**config.mk**
```make
export PLATFORM = sky130hd
export DESIGN_NAME = l1_sdram_arbiter
export DESIGN_NICKNAME = d
export VERILOG_FILES = /design/src/rtl/l1_sdram_arbiter.sv
export SDC_FILE = /design/constraint.sdc
export NUM_CORES = 1
export LEC_CHECK = 0
export CAP_MARGIN = 20
export CORE_UTILIZATION = 46
export CTS_BUF_LIST = sky130_fd_sc_hd__clkbuf_2
export DETAILED_ROUTE_END_ITERATION = 10
export GPL_TIMING_DRIVEN = 0
export PLACE_DENSITY_LB_ADDON = 0.1
export SLEW_MARGIN = 25
export SYNTH_ARGS = -nofsm -noshare
export SYNTH_HDL_FRONTEND = slang
export SYNTH_SLANG_ARGS = --single-unit
```
**constraint.sdc**
```tcl
create_clock -name clk -period 13.7 [get_ports clk]
set_input_delay 4.11 -clock clk [delete_from_list [all_inputs] [get_ports clk]]
set_output_delay 4.11 -clock clk [all_outputs]
set_load 0.01 [all_outputs]
```
**src/rtl/l1_sdram_arbiter.sv**
```systemverilog
// l1_sdram_arbiter
//   Arbitrates the L1 instruction-cache port (i_*) and the L1 data-cache
//   port (d_*) onto a single SDRAM controller bus (sdc_*). One port is
//   granted at a time. The request is registered onto the controller bus.
//   The result and a one-cycle done pulse go back to the granted port.
//
// Parameters
//   ROUND_ROBIN  1: ties alternate between ports; 0: data port wins ties
//
// Ports
//   clk, reset                      clock, asynchronous active-high reset
//   i_addr/i_data/i_we/i_start      instruction port request (start is a level)
//   i_q/i_done                      instruction read data (held), done pulse
//   d_addr/d_data/d_we/d_start      data port request
//   d_q/d_done                      data read data (held), done pulse
//   sdc_addr/sdc_data/sdc_we        registered request to the SDRAM controller
//   sdc_start                       held high until sdc_done is sampled
//   sdc_q/sdc_done                  controller read data and completion pulse
//
// Every output comes straight from a register.
module l1_sdram_arbiter #(
    parameter int ROUND_ROBIN = 1
) (
    input  logic        clk,
    input  logic        reset,
    input  logic [31:0] i_addr,
    input  logic [31:0] i_data,
    input  logic        i_we,
    input  logic        i_start,
    output logic [31:0] i_q,
    output logic        i_done,
    input  logic [31:0] d_addr,
    input  logic [31:0] d_data,
    input  logic        d_we,
    input  logic        d_start,
    output logic [31:0] d_q,
    output logic        d_done,
    output logic [31:0] sdc_addr,
    output logic [31:0] sdc_data,
    output logic        sdc_we,
    output logic        sdc_start,
    input  logic [31:0] sdc_q,
    input  logic        sdc_done
);

    typedef enum logic [1:0] {
        S_IDLE,
        S_SERVE,
        S_DONE
    } state_t;

    state_t      state_q;
    logic        grant_q;      // 0 = instruction port, 1 = data port
    logic        last_q;       // port served by the most recent transaction
    logic        grant_d;
    logic [31:0] sdc_addr_q;
    logic [31:0] sdc_data_q;
    logic        sdc_we_q;
    logic        sdc_start_q;
    logic [31:0] i_q_q;
    logic [31:0] d_q_q;
    logic        i_done_q;
    logic        d_done_q;

    // Port selection. Only used in IDLE when at least one start is high.
    // On a tie, round-robin picks the port not served last. last resets to 0,
    // so the data port wins the first tie.
    always_comb begin
        grant_d = grant_q;
        if (i_start && !d_start) begin
            grant_d = 1'b0;
        end else if (d_start && !i_start) begin
            grant_d = 1'b1;
        end else if (i_start && d_start) begin
            grant_d = (ROUND_ROBIN != 0) ? ~last_q : 1'b1;
        end
    end

    always_ff @(posedge clk or posedge reset) begin
        if (reset) begin
            state_q     <= S_IDLE;
            grant_q     <= 1'b0;
            last_q      <= 1'b0;
            sdc_addr_q  <= '0;
            sdc_data_q  <= '0;
            sdc_we_q    <= 1'b0;
            sdc_start_q <= 1'b0;
            i_q_q       <= '0;
            d_q_q       <= '0;
            i_done_q    <= 1'b0;
            d_done_q    <= 1'b0;
        end else begin
            // Done pulses last exactly one cycle.
            i_done_q <= 1'b0;
            d_done_q <= 1'b0;
            case (state_q)
                S_IDLE: begin
                    if (i_start || d_start) begin
                        grant_q     <= grant_d;
                        sdc_addr_q  <= grant_d ? d_addr : i_addr;
                        sdc_data_q  <= grant_d ? d_data : i_data;
                        sdc_we_q    <= grant_d ? d_we   : i_we;
                        sdc_start_q <= 1'b1;
                        state_q     <= S_SERVE;
                    end
                end
                S_SERVE: begin
                    // Port inputs are ignored here. The request on sdc_* is frozen.
                    if (sdc_done) begin
                        if (!sdc_we_q) begin
                            if (grant_q) begin
                                d_q_q <= sdc_q;
                            end else begin
                                i_q_q <= sdc_q;
                            end
                        end
                        sdc_start_q <= 1'b0;
                        i_done_q    <= ~grant_q;
                        d_done_q    <= grant_q;
                        last_q      <= grant_q;
                        state_q     <= S_DONE;
                    end
                end
                S_DONE: begin
                    state_q <= S_IDLE;
                end
                default: begin
                    state_q <= S_IDLE;
                end
            endcase
        end
    end

    assign i_q       = i_q_q;
    assign i_done    = i_done_q;
    assign d_q       = d_q_q;
    assign d_done    = d_done_q;
    assign sdc_addr  = sdc_addr_q;
    assign sdc_data  = sdc_data_q;
    assign sdc_we    = sdc_we_q;
    assign sdc_start = sdc_start_q;

endmodule

```
==> results.sh, run 1 <==
export IMPL_status="complete, no violations"
export IMPL_gr_total_overflow=0
export IMPL_floorplan_rows=42
export IMPL_relSlewSlack_pct=66.3
export IMPL_hold_buffers=0
export IMPL_die_y_um=119
export IMPL_track_usage_pct=27.3
export IMPL_fillers=996
export IMPL_syn_area_per_cell_um2=11.6
export IMPL_cts_max_path_buffers=2
export IMPL_numCtsBuffers=17
export IMPL_drt_initial_drc_count=377
export IMPL_worstPathArrival_ns=1.70
export IMPL_endpoint_kind="output port"
export IMPL_leakage_nw=4.06
export IMPL_drtPass1Iterations=5
export IMPL_grt_pass1_wl_um=29500
export IMPL_dieWidth_um=119
export IMPL_seq_area_frac_synth_pct=54.5
export IMPL_yosys_cell_types_count=25
export IMPL_wl_um=18700
export IMPL_path_clk_slew_ns=0.20
export IMPL_p_clk_share_pct=12.2
export IMPL_power_per_cell_area_nw_per_um2=203
export IMPL_yosysTopAreaCell="dfrtp_1"
export IMPL_synth_top_area_share_pct=54.5
export IMPL_worstMarginPinSlew_ns=0.506
export IMPL_vdd_drop_max_mv=0.0998
export IMPL_finalHoldViolations=0
export IMPL_finalSetupTns_ns=0
export IMPL_fp_coreArea_um2=13200
export IMPL_layout_drive_gt1_share_pct=20.0
export IMPL_globalplace_congestion=0.838
export IMPL_post_route_util_pct=73.4
export IMPL_clockRootBuffer="clkbuf_2"
export IMPL_synth_seq_cells=136
export IMPL_ant_nets=0
export IMPL_synth_flop_cell="dfrtp_1"
export IMPL_yosys_warnings=0
export IMPL_p_comb_share_pct=51.8
export IMPL_portBuffers=298
export IMPL_antenna_found_initial=1
export IMPL_clk_latency_ns=0.70
export IMPL_syn_nets=705
export IMPL_rsz0062_at_grt="no"
export IMPL_critPathTopFamily="buffers and inverters"
export IMPL_swShare_pct=36.4
export IMPL_grt_pass1_vias=5606
export IMPL_setup_violations=0
export IMPL_synthesis_area_um2=6240
export IMPL_synthArstFlopShare_pct=100
export IMPL_die_area_um2=14000
export IMPL_htreeDepth=4
export IMPL_max_freq_mhz=172
export IMPL_netlist_instances=538
export IMPL_start_util_pct=47.2
export IMPL_hp_class="register to register"
export IMPL_post_drt_wl_per_cell_um=17.9
export IMPL_worst_setup_path_type="register to output port"
export IMPL_p_int_mw=1.26
export IMPL_dp_cells=1013
export IMPL_slowest_delay_ns=0.59
export IMPL_final_cells=1045
export IMPL_power_switching_mw=0.718
export IMPL_syn_to_final_growth_pct=55.7
export IMPL_drc_errors=0
export IMPL_vias=5681
export IMPL_cts_sinks=136
export IMPL_slew_viol_final=0
export IMPL_nets=1023
export IMPL_clock_skew_ns=0.0298
export IMPL_critical_path_peak_fanout=4
export IMPL_postCtsSetupBuffers=0
export IMPL_min_period_over_period_pct=42.4
export IMPL_fin_hold_ws_ns=0.523
export IMPL_hpwl_um=14000
export IMPL_path_cells="clkdlybuf4s50_1"
export IMPL_seq_power_share_pct=36.0
export IMPL_slowest_stage="clkdlybuf4s50_1"
export IMPL_path_buf_inv=1
export IMPL_cts_tree="built"
export IMPL_grt_max_degree=87
export IMPL_viasPerCell=5.44
export IMPL_synth_top_cells_by_area="dfrtp_1 54%, mux2_2 11%, a21bo_2 6.7%, a31oi_1 6.5%, a21oi_1 5.2%"
export IMPL_synth_edf_count=0
export IMPL_critPathLaunchType="register"
export IMPL_cts_repair_resized=0
export IMPL_fin_crit_ns=5.81
export IMPL_drv_cap=0
export IMPL_io_pins=299
export IMPL_cp_required_ns=9.59
cell usage after synthesis (3+ instances only):
| cell type | number |
|---|---|
| dfrtp_1 | 136 |
| a21oi_1 | 65 |
| mux2_1 | 3 |
| nand2_1 | 4 |
| buf_2 | 28 |
| mux2_2 | 62 |
| a31oi_1 | 65 |
| a21bo_2 | 42 |
| clkbuf_1 | 23 |
| a21bo_1 | 24 |
| nand3_1 | 65 |
| buf_4 | 4 |
registers in the layout, indices dropped and copies added (netlist names):
| signal | count |
|---|---|
| i_done | 1 |
| sdc_we | 1 |
| sdc_data | 32 |
| i_q | 32 |
| last_q | 1 |
| d_q | 32 |
| d_done | 1 |
| sdc_addr | 32 |
| grant_q | 1 |
| sdc_start | 1 |
| state_q | 2 |
cell families (layout without fill, tap and decap cells):
| family | after synthesis | after routing | synth area share (%) |
|---|---|---|---|
| multiplexers | 65 | 65 | 11.7 |
| AO/OA/AOI/OAI | 198 | 198 | 22.5 |
| flip-flops | 136 | 136 | 54.5 |
| other | 0 | 1 | 0 |
| buffers and inverters | 60 | 390 | 4.55 |
| AND/OR/NAND/NOR | 79 | 79 | 6.73 |
through the flow:
step / instance area [um2] / power, mW / setup slack [ns]
final: 9720 / 1.98 / 7.89
after global routing: 9720 / 2.09 / 7.76
after CTS: 9720 / 1.99 / 7.81
after detailed placement: 9480 / 1.75 / 7.68
after global placement: 9450 / 1.71 / 4.23
after floorplan: 6240 / 1.18 / 5.95
layout make-up:
class                           count  area (um2)  share of cell area (%)
Sequential cell                   136        3400                    35.0
Timing Repair Buffer              299        3010                    31.0
Multi-Input combinational cell    342        2560                    26.3
Buffer                             58         277                    2.84
Tap cell                          176         220                    2.27
Clock inverter                     14         150                    1.54
Clock buffer                       17        85.1                   0.875
Inverter                            2        15.0                   0.154
Antenna cell                        1        2.50                  0.0257
metal layers:
layer | global-route usage [%] | vias to the layer above | wire, um
li1 | - | 2632 | -
met1 | 31.8 | 2718 | 7210
met2 | 46.8 | 289 | 9350
met3 | 8.35 | 42 | 1550
met4 | 11.2 | 0 | 548
met5 | 0 | - | 0
cells in the final DEF (no fill, tap or decap), types with 2 or more instances in the layout:
cell	count
nor2_1	2
a21bo_1	24
bufinv_16	2
buf_4	4
mux2_2	62
inv_8	2
mux2_1	3
clkinv_4	3
nand2b_1	2
clkdlybuf4s50_1	298
buf_2	28
nand3_1	65
a31oi_1	65
and2_1	2
clkinv_2	4
nand2_1	4
inv_6	2
clkinvlp_4	2
clkbuf_1	23
a21oi_1	65
dfrtp_1	136
clkbuf_2	18
a21bo_2	42
power by group through the flow:
| stage | sequential, mW | clock [mW] | combinational (mW) |
|---|---|---|---|
| after floorplan | 0.798 | 0 | 0.384 |
| after global placement | 0.709 | 0 | 1.01 |
| after global routing | 0.736 | 0.263 | 1.09 |
| after CTS | 0.711 | 0.247 | 1.03 |
| after detailed placement | 0.718 | 0 | 1.03 |
| final | 0.711 | 0.241 | 1.02 |
final timing paths:
check | start | end | slack, ns | cells after the start
max in group asynchronous | reset | sdc_data[3]$_DFFE_PP0P_ | 9.19 | 3
worst max register to register | grant_q$_DFFE_PP0P_ | grant_q$_DFFE_PP0P_ | 11.80 | 6
min in group asynchronous | reset | sdc_addr[5]$_DFFE_PP0P_ | 3.76 | 2
worst max-delay path | sdc_we$_DFFE_PP0P_ | sdc_we | 7.89 | 1
worst min register to register | i_q[25]$_DFFE_PP0P_ | i_q[25]$_DFFE_PP0P_ | 0.52 | 1
worst min-delay path | i_q[25]$_DFFE_PP0P_ | i_q[25]$_DFFE_PP0P_ | 0.52 | 1
Power figures use the tool's default switching activity.
==> inputs of run 2 (changes only) <==
--- a/config.mk
+++ b/config.mk
@@ -6,7 +6,7 @@
 export NUM_CORES = 1
 export LEC_CHECK = 0
 export CAP_MARGIN = 20
-export CORE_UTILIZATION = 46
+export CORE_UTILIZATION = 38
 export CTS_BUF_LIST = sky130_fd_sc_hd__clkbuf_2
 export DETAILED_ROUTE_END_ITERATION = 10
 export GPL_TIMING_DRIVEN = 0
==> constraint.sdc (replaced) <==
create_clock -name clk -period 4.9 [get_ports clk]
set_input_delay 1.47 -clock clk [delete_from_list [all_inputs] [get_ports clk]]
set_output_delay 1.47 -clock clk [all_outputs]
set_load 0.01 [all_outputs]
==> results.sh, run 2 (synthesis results as in run 1) <==
export IMPL_io_pins=299
export IMPL_rsz0062_at_grt="no"
export IMPL_drtPass1Iterations=5
export IMPL_die_y_um=130
export IMPL_ant_nets=0
export IMPL_slew_viol_final=0
export IMPL_power_per_cell_area_nw_per_um2=558
export IMPL_viasPerCell=5.19
export IMPL_min_period_over_period_pct=64.7
export IMPL_worst_setup_path_type="register to output port"
export IMPL_clockRootBuffer="clkbuf_2"
export IMPL_finalSetupTns_ns=0
export IMPL_cts_tree="built"
export IMPL_worstPathArrival_ns=1.70
export IMPL_fin_crit_ns=3.17
export IMPL_final_cell_mix="298 x clkdlybuf4s50_1, 136 x dfrtp_1, 65 x nand3_1, 65 x a21oi_1, 65 x a31oi_1"
export IMPL_track_usage_pct=23.2
export IMPL_fp_coreArea_um2=15900
export IMPL_path_buf_inv=1
export IMPL_drt_initial_drc_count=258
export IMPL_relSlewSlack_pct=65.1
export IMPL_drc_errors=0
export IMPL_cts_repair_resized=0
export IMPL_layout_drive_gt1_share_pct=20.4
export IMPL_dieWidth_um=130
export IMPL_hold_buffers=0
export IMPL_cts_sinks=136
export IMPL_vias=5655
export IMPL_endpoint_kind="output port"
export IMPL_globalplace_congestion=0.831
export IMPL_grt_pass1_vias=5800
export IMPL_wl_um=19700
export IMPL_worstMarginPinSlew_ns=0.523
export IMPL_clock_skew_ns=0.0210
export IMPL_post_route_util_pct=61.7
export IMPL_slowest_delay_ns=0.59
export IMPL_die_area_um2=17000
export IMPL_max_freq_mhz=316
export IMPL_critPathLaunchType="register"
export IMPL_critPathTopFamily="buffers and inverters"
export IMPL_path_cells="clkdlybuf4s50_1"
export IMPL_postCtsSetupBuffers=0
export IMPL_reg2reg_from="state_q[0]$_DFFE_PP0P_"
export IMPL_hpwl_um=15100
export IMPL_numCtsBuffers=17
export IMPL_drv_cap=0
export IMPL_grt_pass1_wl_um=29700
export IMPL_finalHoldViolations=0
export IMPL_gr_total_overflow=0
export IMPL_place_area_um2=9620
export IMPL_final_common_cell="clkdlybuf4s50_1"
export IMPL_cp_required_ns=3.43
export IMPL_critical_path_peak_fanout=4
export IMPL_setup_violations=0
export IMPL_cts_max_path_buffers=2
export IMPL_htreeDepth=4
export IMPL_grt_max_degree=32
export IMPL_nets=1027
export IMPL_clk_latency_ns=0.68
export IMPL_hold_path_startpoint="sdc_start$_DFFE_PP0P_"
export IMPL_floorplan_rows=46
export IMPL_slowest_stage="clkdlybuf4s50_1"
export IMPL_antenna_found_initial=1
export IMPL_fin_area_um2=9830
export IMPL_path_clk_slew_ns=0.19
export IMPL_vdd_drop_max_mv=0.253
export IMPL_leakage_nw=4.08
export IMPL_post_drt_wl_per_cell_um=18.0
export IMPL_crit_path_start="sdc_we$_DFFE_PP0P_"
export IMPL_hp_class="register to register"
export IMPL_syn_to_final_growth_pct=57.4
export IMPL_status="complete, no violations"
export IMPL_start_util_pct=39.2
export IMPL_portBuffers=298
-- run 2: changes by cell type in the layout (fill, tap and decap cells not counted) --
cell        change
clkinv_1        +1
buf_16          +1
clkinv_4        -3
inv_6           +2
bufinv_16       -1
buf_12          +3
inv_8           -2
clkinvlp_4      +4
-- run 2: power breakdown --
part           total, mW  switching [mW]  internal, mW
sequential          2.00           0.330          1.67
clock              0.602           0.420         0.182
combinational       2.88            1.27          1.61
-- run 2: final cells by class --
type / instances / area, um2
Clock buffer: 17 / 85.1
Fill cell: 1325 / 6110
Timing Repair Buffer: 303 / 3100
Antenna cell: 1 / 2.50
Tap cell: 216 / 270
Buffer: 58 / 277
Clock inverter: 15 / 126
Inverter: 2 / 11.3
Sequential cell: 136 / 3400
Multi-Input combinational cell: 342 / 2560
-- run 2: per-stage QoR --
| stage | hold WS, ns | power (mW) | instances | worst slack [ns] |
|---|---|---|---|---|
| final | 0.517 | 5.49 | 1090 | 1.73 |
| after global routing | 0.540 | 5.85 | 1090 | 1.55 |
| after CTS | 0.524 | 5.54 | 1089 | 1.60 |
| after detailed placement | 0.482 | 4.92 | 1057 | 1.58 |
| after global placement | 0.470 | 4.83 | 1052 | 0.548 |
| after floorplan | 0.450 | 3.30 | 538 | 1.74 |
-- run 2: worst paths after layout --
| path | slack (ns) | cells past startpoint | to |
|---|---|---|---|
| hold reg to reg | 0.52 | 2 | sdc_start$_DFFE_PP0P_ |
| setup / recovery | 1.73 | 1 | sdc_we |
| hold / removal | 0.52 | 2 | sdc_start$_DFFE_PP0P_ |
| setup reg to reg | 3.06 | 5 | sdc_addr[3]$_DFFE_PP0P_ |
| max in group asynchronous | 2.94 | 5 | sdc_addr[10]$_DFFE_PP0P_ |
| min in group asynchronous | 1.14 | 2 | i_q[22]$_DFFE_PP0P_ |
-- run 2: metal layers --
metal	global-route usage [%]	part of all wire (%)	vias up
met1	26.7	38	2716
met4	9.51	2.7	0
met2	39.3	49	264
li1	-	-	2642
met3	8.04	9.6	33
met5	0	0	-
==> inputs of run 3 (changes only) <==
--- a/config.mk
+++ b/config.mk
@@ -6,7 +6,7 @@
 export NUM_CORES = 1
 export LEC_CHECK = 0
 export CAP_MARGIN = 20
-export CORE_UTILIZATION = 38
+export CORE_UTILIZATION = 42
 export CTS_BUF_LIST = sky130_fd_sc_hd__clkbuf_2
 export DETAILED_ROUTE_END_ITERATION = 10
 export GPL_TIMING_DRIVEN = 0
==> constraint.sdc (replaced) <==
create_clock -name clk -period 3.2 [get_ports clk]
set_input_delay 0.96 -clock clk [delete_from_list [all_inputs] [get_ports clk]]
set_output_delay 0.96 -clock clk [all_outputs]
set_load 0.01 [all_outputs]
==> results.sh, run 3 (synthesis results as in run 1) <==
export IMPL_status="complete, no violations"
export IMPL_viasPerCell=5.35
export IMPL_reg2reg_from="grant_q$_DFFE_PP0P_"
export IMPL_track_usage_pct=24.6
export IMPL_swShare_pct=36.0
export IMPL_p_comb_share_pct=52.0
export IMPL_vias=5646
export IMPL_finalHoldViolations=0
export IMPL_clk_latency_ns=0.70
export IMPL_worstMarginPinSlew_ns=0.495
export IMPL_whs_path_depth=2
export IMPL_portBuffers=298
export IMPL_start_util_pct=43.0
export IMPL_die_y_um=124
export IMPL_max_freq_mhz=373
export IMPL_die_area_um2=15400
export IMPL_hold_buffers=0
export IMPL_finalPower_mw=8.41
export IMPL_slowest_delay_ns=0.60
export IMPL_numCtsBuffers=17
export IMPL_cp_required_ns=2.24
export IMPL_final_common_cell="clkdlybuf4s50_1"
export IMPL_fin_hold_ws_ns=0.502
export IMPL_worst_setup_path_type="register to output port"
export IMPL_relSlewSlack_pct=66.9
export IMPL_layout_drive_gt1_share_pct=20.1
export IMPL_seq_power_share_pct=36.3
export IMPL_min_period_over_period_pct=83.8
export IMPL_rrSetupSlack_ns=1.38
export IMPL_slowest_stage="clkdlybuf4s50_1"
export IMPL_grt_pass1_vias=5645
export IMPL_cts_repair_resized=0
export IMPL_globalplace_congestion=0.850
export IMPL_vdd_drop_max_mv=0.354
export IMPL_power_per_cell_area_nw_per_um2=861
export IMPL_n_antenna_cell=0
export IMPL_cts_tree="built"
export IMPL_path_cells="clkdlybuf4s50_1"
export IMPL_hp_class="register to register"
export IMPL_post_drt_wl_per_cell_um=18.0
export IMPL_leakage_nw=4.07
export IMPL_drc_errors=0
export IMPL_grt_pass1_wl_um=28500
export IMPL_htreeDepth=4
export IMPL_ant_nets=0
export IMPL_critical_path_peak_fanout=4
export IMPL_r2r_end="grant_q$_DFFE_PP0P_"
export IMPL_dp_cells=1024
export IMPL_io_pins=299
export IMPL_nets=1026
export IMPL_dieWidth_um=124
export IMPL_p_int_mw=5.39
export IMPL_fp_coreArea_um2=14500
export IMPL_drtPass1Iterations=4
export IMPL_postCtsSetupBuffers=0
export IMPL_final_cell_mix="298 x clkdlybuf4s50_1, 136 x dfrtp_1, 65 x nand3_1, 65 x a21oi_1, 65 x a31oi_1"
export IMPL_min_to="sdc_start$_DFFE_PP0P_"
export IMPL_fillers=1120
export IMPL_grt_max_degree=33
export IMPL_hold_path_startpoint="sdc_start$_DFFE_PP0P_"
export IMPL_fin_crit_ns=2.68
export IMPL_p_clk_share_pct=11.7
export IMPL_critPathTopFamily="buffers and inverters"
export IMPL_slew_viol_final=0
export IMPL_worstPathArrival_ns=1.72
export IMPL_clockRootBuffer="clkbuf_2"
export IMPL_cts_max_path_buffers=2
export IMPL_drt_initial_drc_count=218
export IMPL_antenna_found_initial=0
export IMPL_setup_violations=0
export IMPL_path_clk_slew_ns=0.18
export IMPL_critPathLaunchType="register"
export IMPL_rsz0062_at_grt="no"
export IMPL_power_switching_mw=3.02
export IMPL_endpoint_kind="output port"
export IMPL_path_buf_inv=1
export IMPL_clock_skew_ns=0.0274
export IMPL_hpwl_um=14600
export IMPL_r2r_cells=6
export IMPL_cts_sinks=136
export IMPL_floorplan_rows=44
export IMPL_gr_total_overflow=0
export IMPL_syn_to_final_growth_pct=56.4
export IMPL_drv_cap=0
export IMPL_wl_um=19000
export IMPL_final_cells=1056
run 3: cell count changes in the layout (fill, tap and decap cells not counted), sizes merged:
cell	delta
inv	-3
diode	-1
buf	-1
clkinvlp	-2
bufinv	+1
clkbuf	+2
clkinv	+2
run 3: power by group through the flow:
stage          sequential, mW  clock (mW)  combinational, mW
3_3_place_gp             3.05           0               4.30
4_1_cts                  3.05        1.02               4.41
3_5_place_dp             3.08           0               4.40
2_1_floorplan            3.42           0               1.64
6_report                 3.05       0.984               4.38
5_1_grt                  3.15        1.08               4.73
run 3: worst max path at each step:
stage                  startpoint  slack [ns]  cells past startpoint                  endpoint
2_1_floorplan               reset        0.55                      1          d_done$_DFF_PP0_
3_3_place_gp                reset       -0.66                      2  sdc_data[30]$_DFFE_PP0P_
3_5_place_dp              i_start        0.37                      7       grant_q$_DFFE_PP0P_
4_1_cts        sdc_we$_DFFE_PP0P_        0.43                      1                    sdc_we
5_1_grt        sdc_we$_DFFE_PP0P_        0.40                      1                    sdc_we
6_report       sdc_we$_DFFE_PP0P_        0.52                      1                    sdc_we
run 3: stage by stage:
stage	setup slack [ns]	cell area (um2)	utilization [%]	setup TNS (ns)
3_3_place_gp	-0.656	9460	65.1	-87.90
4_1_cts	0.431	9770	67.2	0
3_5_place_dp	0.373	9540	65.7	0
2_1_floorplan	0.547	6250	-	0
6_report	0.518	9770	67.2	0
5_1_grt	0.402	9770	67.2	0
run 3: worst reg2reg max path: cells and delay by family, from the launching register on:
kind	cells	cell delay, ns
AND/OR/NAND/NOR	2	0.18
multiplexers	1	0.26
flip-flops	1	0.50
buffers and inverters	3	0.78
run 3: routing by layer:
layer	vias up	track usage, %	routed length [um]	share of wire, %
met4	0	10.8	618	3.3
met1	2737	28.0	7500	40
li1	2629	-	-	-
met5	-	0	0	0
met3	43	7.74	1520	8.0
met2	237	42.4	9340	49
run 3: cell type report:
class                           instances  area, um2  share of cell area (%)
Buffer                                 58        277                    2.83
Clock buffer                           19       95.1                   0.974
Clock inverter                         13        130                    1.33
Inverter                                2       11.3                   0.115
Multi-Input combinational cell        342       2560                    26.2
Sequential cell                       136       3400                    34.8
Tap cell                              184        230                    2.36
Timing Repair Buffer                  302       3060                    31.4
